==> config.mk <==
export PLATFORM = sky130hd
export DESIGN_NAME = seq_subtractor
export DESIGN_NICKNAME = d
export VERILOG_FILES = /design/src/rtl/seq_subtractor.sv
export SDC_FILE = /design/constraint.sdc
export NUM_CORES = 1
export LEC_CHECK = 0
export ABC_AREA = 1
export CELL_PAD_IN_SITES_DETAIL_PLACEMENT = 0
export CELL_PAD_IN_SITES_GLOBAL_PLACEMENT = 1
export CORE_MARGIN = 3
export CORE_UTILIZATION = 30
export CTS_CLUSTER_SIZE = 40
export DETAILED_ROUTE_END_ITERATION = 10
export PLACE_DENSITY = 0.61
export SLEW_MARGIN = 20
export SYNTH_ARGS = -nofsm -noshare
export SYNTH_HDL_FRONTEND = slang
export SYNTH_SLANG_ARGS = --single-unit
==> constraint.sdc <==
create_clock -name clk -period 8.35 [get_ports clk]
set_input_delay 2.505 -clock clk [delete_from_list [all_inputs] [get_ports clk]]
set_output_delay 2.505 -clock clk [all_outputs]
set_load 0.01 [all_outputs]
==> src/rtl/seq_subtractor.sv <==
// Multi-cycle subtractor: computes a - b one CHUNK-bit slice per cycle, LSB slice first,
// rippling the borrow through a carry register, then reports diff and the usual ALU flags.
module seq_subtractor #(
  parameter int W     = 32,
  parameter int CHUNK = 8
) (
  input  logic         clk,
  input  logic         rst_n,
  input  logic         start,
  input  logic [W-1:0] a,
  input  logic [W-1:0] b,
  output logic         busy,
  output logic         done,
  output logic [W-1:0] diff,
  output logic         c_out,
  output logic         zero,
  output logic         neg,
  output logic         ovf
);

  localparam int N  = W / CHUNK;
  localparam int CW = (N > 1) ? $clog2(N) : 1;
  localparam logic [CW-1:0] LAST = CW'(N - 1);

  typedef enum logic [1:0] {
    IDLE = 2'd0,
    RUN  = 2'd1,
    DONE = 2'd2
  } state_t;

  state_t         state;
  state_t         state_next;
  logic [W-1:0]   a_reg;
  logic [W-1:0]   b_reg;
  logic [W-1:0]   diff_next;
  logic [CW-1:0]  cnt;
  logic           carry;
  logic [CHUNK:0] sum;
  logic           accept;
  logic           last_chunk;

  assign accept     = start && ((state == IDLE) || (state == DONE));
  assign last_chunk = (cnt == LAST);
  assign busy       = (state == RUN);
  assign done       = (state == DONE);

  // Two's-complement subtraction of the current slice: a + ~b + carry-in.
  always_comb begin
    sum = {1'b0, a_reg[cnt*CHUNK +: CHUNK]}
        + {1'b0, ~b_reg[cnt*CHUNK +: CHUNK]}
        + {{CHUNK{1'b0}}, carry};
    diff_next = diff;
    diff_next[cnt*CHUNK +: CHUNK] = sum[CHUNK-1:0];
  end

  always_ff @(posedge clk or negedge rst_n) begin
    if (!rst_n) begin
      state <= IDLE;
    end else begin
      state <= state_next;
    end
  end

  always_comb begin
    state_next = state;
    case (state)
      IDLE:    if (start) state_next = RUN;
      RUN:     if (last_chunk) state_next = DONE;
      DONE:    state_next = start ? RUN : IDLE;
      default: state_next = IDLE;
    endcase
  end

  // Flags come from diff_next so they see the final slice written on the same edge.
  always_ff @(posedge clk or negedge rst_n) begin
    if (!rst_n) begin
      a_reg <= '0;
      b_reg <= '0;
      cnt   <= '0;
      carry <= 1'b0;
      diff  <= '0;
      c_out <= 1'b0;
      zero  <= 1'b0;
      neg   <= 1'b0;
      ovf   <= 1'b0;
    end else if (accept) begin
      a_reg <= a;
      b_reg <= b;
      cnt   <= '0;
      carry <= 1'b1;
    end else if (state == RUN) begin
      diff  <= diff_next;
      carry <= sum[CHUNK];
      cnt   <= cnt + CW'(1);
      if (last_chunk) begin
        c_out <= sum[CHUNK];
        zero  <= (diff_next == '0);
        neg   <= diff_next[W-1];
        ovf   <= (a_reg[W-1] != b_reg[W-1]) && (diff_next[W-1] != a_reg[W-1]);
      end
    end
  end

endmodule

==> results_dict.tcl <==
set metrics [dict create \
    status "complete, no violations" \
    critPathSlowestCell "clkdlybuf4s50_1" \
    path_clk_slew_ps 70 \
    wl_per_cell_microns 16.2 \
    tns_ps 0 \
    fin_skew_ps 7.75 \
    worstPathArrival_ps 1920 \
    slew_viol_final 0 \
    switchingPower_mw 1.58 \
    layout.nets 781 \
    async_flop_share 1.00 \
    grt_pass1_vias 4572 \
    regToRegSetupSlack_ps 4420 \
    slew_headroom 0.370 \
    postLayoutCoreUtil 0.400 \
    setup_viol 0 \
    comb_power_share 0.601 \
    viasPerCell 4.83 \
    fillers 1787 \
    grt-ovfl-total 0 \
    initial_utilization 0.312 \
    multi_input_area_sq_mm 0.00258 \
    synth_nets 686 \
    r2r_cells 16 \
    htree_levels 3 \
    rsz0062_at_grt "false" \
    seq_area_frac_synth 0.476 \
    crit_path_start_kind "flop" \
    p_int_mw 1.74 \
    dpl_worst_slack_ps 4100 \
    drive_gt1_frac 0.161 \
    clk_latency_ps 350 \
    ys_types 38 \
    hp-class "reg2reg" \
    synth_seq_cells 105 \
    io_buffer_count 104 \
    crit-reg2reg-capture "zero" \
    dp_hpwl_mm 11.2 \
    avgSynthCellArea_sq_um 9.13 \
    grt_max_degree 68 \
    cpLargestDelayFamily "buffers and inverters" \
    whs_path_depth 1 \
    finalHoldViolations 0 \
    pwr-share-clk 0.128 \
    p_sw_frac 0.476 \
    cts_made_buffers 9 \
    wirelength_mm 15.1 \
    globalplace.congestion 0.803 \
    rows 48 \
    fin_crit_ps 4430 \
    path_class "reg2out" \
    synth_warnings 0 \
    hold_end "a_reg[23]" \
    grt_first_pass_wirelength_mm 24.7 \
    postSynthCellCount 604 \
    hold_start "a_reg[23]" \
    cap_violations 0 \
    p_leak_nw 3.15 \
    period_share 0.530 \
    dr.first_iter.drc_count 282 \
    fin_area_sq_mm 0.00705 \
    dpl-instance-area_sq_mm 0.00676 \
    register_area_sq_mm 0.00263 \
    clock_path_buffers 2 \
    drc 0 \
    synth_edf_count 0 \
    antenna_cells 0 \
    path_buf_inv 1 \
    worstPathRequired_ps 5850 \
    tritoncts "built" \
    ant_nets 0 \
    whs_ps 503 \
    tightest_slew_ps 939 \
    pin_count 105 \
    fin_ws_ps 3920 \
    vias 4486 \
    cp_max_fo 37 \
    firstDrtPassIters 4 \
    cts_setup_buffers 0 \
    power_density_mw_per_mm2 471 \
    die_h_microns 142 \
    cts.sinks 105 \
    p_seq_frac 0.270 \
    cp_cell_sequence "nor2_8 -> clkdlybuf4s50_1" \
    peakVddDrop_uv 206 \
    synth_flop_cell "dfrtp_1" \
    r2r_start "cnt[1]" \
    max_stage_delay_ps 640 \
    timing.fmax_mhz 226 \
    dieArea_sq_mm 0.0200 \
    area_growth_pct 27.9 \
    synth_area_sq_mm 0.00552 \
    antenna_found_initial 0 \
    clockRootBuffer "clkbuf_16" \
    cts_resized 0 \
    crit_path_end_kind "output pin" \
    grt_use_total 0.156 \
    ctsHoldBuffers 0 \
    die_x_microns 142 \
    fp.coreArea_sq_mm 0.0177 \
]
==> placed cells by master (no fill, tap or decap), types with 9 or more instances in the layout <==
master / count
a21oi_1: 14
a31oi_1: 9
clkbuf_16: 9
clkdlybuf4s50_1: 103
dfrtp_1: 105
ha_1: 13
inv_1: 45
mux2_2: 63
nand2_1: 149
nand3_1: 23
nor2_1: 48
o21ai_0: 38
==> per-layer routing <==
layer | vias to the layer above | share of wire | wire (microns) | global-route usage
met3 | 6 | 0.042 | 636 | 0.0391
met2 | 111 | 0.48 | 7300 | 0.259
met1 | 2172 | 0.47 | 7060 | 0.210
met4 | 0 | 0.0050 | 76 | 0.0263
met5 | - | 0 | 0 | 0
li1 | 2197 | - | - | -
==> stage by stage <==
stage / total power, mW / instances
global placement: 2.90 / 913
CTS: 3.37 / 929
detailed placement: 2.93 / 913
floorplan: 2.27 / 604
global route: 3.64 / 929
finish: 3.32 / 929
==> worst register-to-register path: stages (launching register included) <==
cell and delay, ps:
dfrtp_1 540, clkinv_1 720, a32o_1 560, fa_1 430
fa_1 400, inv_1 80, nand2_1 70, nand2_1 100
nand3_1 70, nand2_1 210, nand3_1 140, o21ai_1 200
nor2_1 80, nand3_1 70, nor2_1 40, nand3_1 80
nand2_1 50
==> how the worst max path moves through the flow <==
stage	startpoint	endpoint	slack, ps	depth (start not counted)
floorplan	start	a_reg[0]	4880	4
global placement	start	carry	4140	6
detailed placement	start	carry	4100	6
CTS	state[1]	busy	3910	2
global route	state[1]	busy	3840	2
finish	state[1]	busy	3920	2
==> power groups by stage <==
stage	sequential, mW	clock (mW)	combinational [mW]
final	0.898	0.426	2.00
after global routing	0.932	0.463	2.25
after CTS	0.902	0.442	2.02
after detailed placement	0.912	0	2.02
after global placement	0.902	0	2.00
after floorplan	0.889	0	1.38
==> cell type report <==
class / instances / share of cell area
flip-flops and latches: 105 / 0.372
clock buffers: 11 / 0.0358
inverters: 53 / 0.0282
repair buffers: 108 / 0.151
multi-input cells: 422 / 0.366
well taps: 225 / 0.0399
clock inverters: 5 / 0.00656
==> cells by family after synthesis <==
| kind of cell | Yosys count | synth area share |
|---|---|---|
| flip-flops | 105 | 0.476 |
| buffers and inverters | 77 | 0.0565 |
| multiplexers | 63 | 0.129 |
| AO/OA/AOI/OAI | 94 | 0.102 |
| adder cells (fa/ha/maj) | 15 | 0.0368 |
| AND/OR/NAND/NOR | 250 | 0.200 |
==> cell usage after synthesis, types with 2 or more instances <==
library cell / instances / area share
inv_2: 5 / 0.0034
buf_2: 12 / 0.011
a31oi_1: 9 / 0.010
nand2_2: 7 / 0.0079
nand2_1: 150 / 0.10
a32oi_1: 2 / 0.0032
a21oi_2: 2 / 0.0032
a21boi_1: 2 / 0.0027
nand3_1: 23 / 0.021
ha_1: 13 / 0.029
nand2_4: 2 / 0.0041
o21ai_0: 38 / 0.034
fa_1: 2 / 0.0073
o22ai_1: 8 / 0.0091
inv_1: 45 / 0.031
a21oi_1: 14 / 0.013
clkbuf_1: 8 / 0.0054
dfrtp_1: 105 / 0.48
o21ai_1: 8 / 0.0073
a32o_1: 7 / 0.013
buf_1: 3 / 0.0020
nand3_2: 5 / 0.0091
mux2_2: 63 / 0.13
nand4_1: 8 / 0.0091
clkinv_1: 3 / 0.0020
nor2_1: 48 / 0.033
No activity file was read; power rests on OpenSTA's default activity.
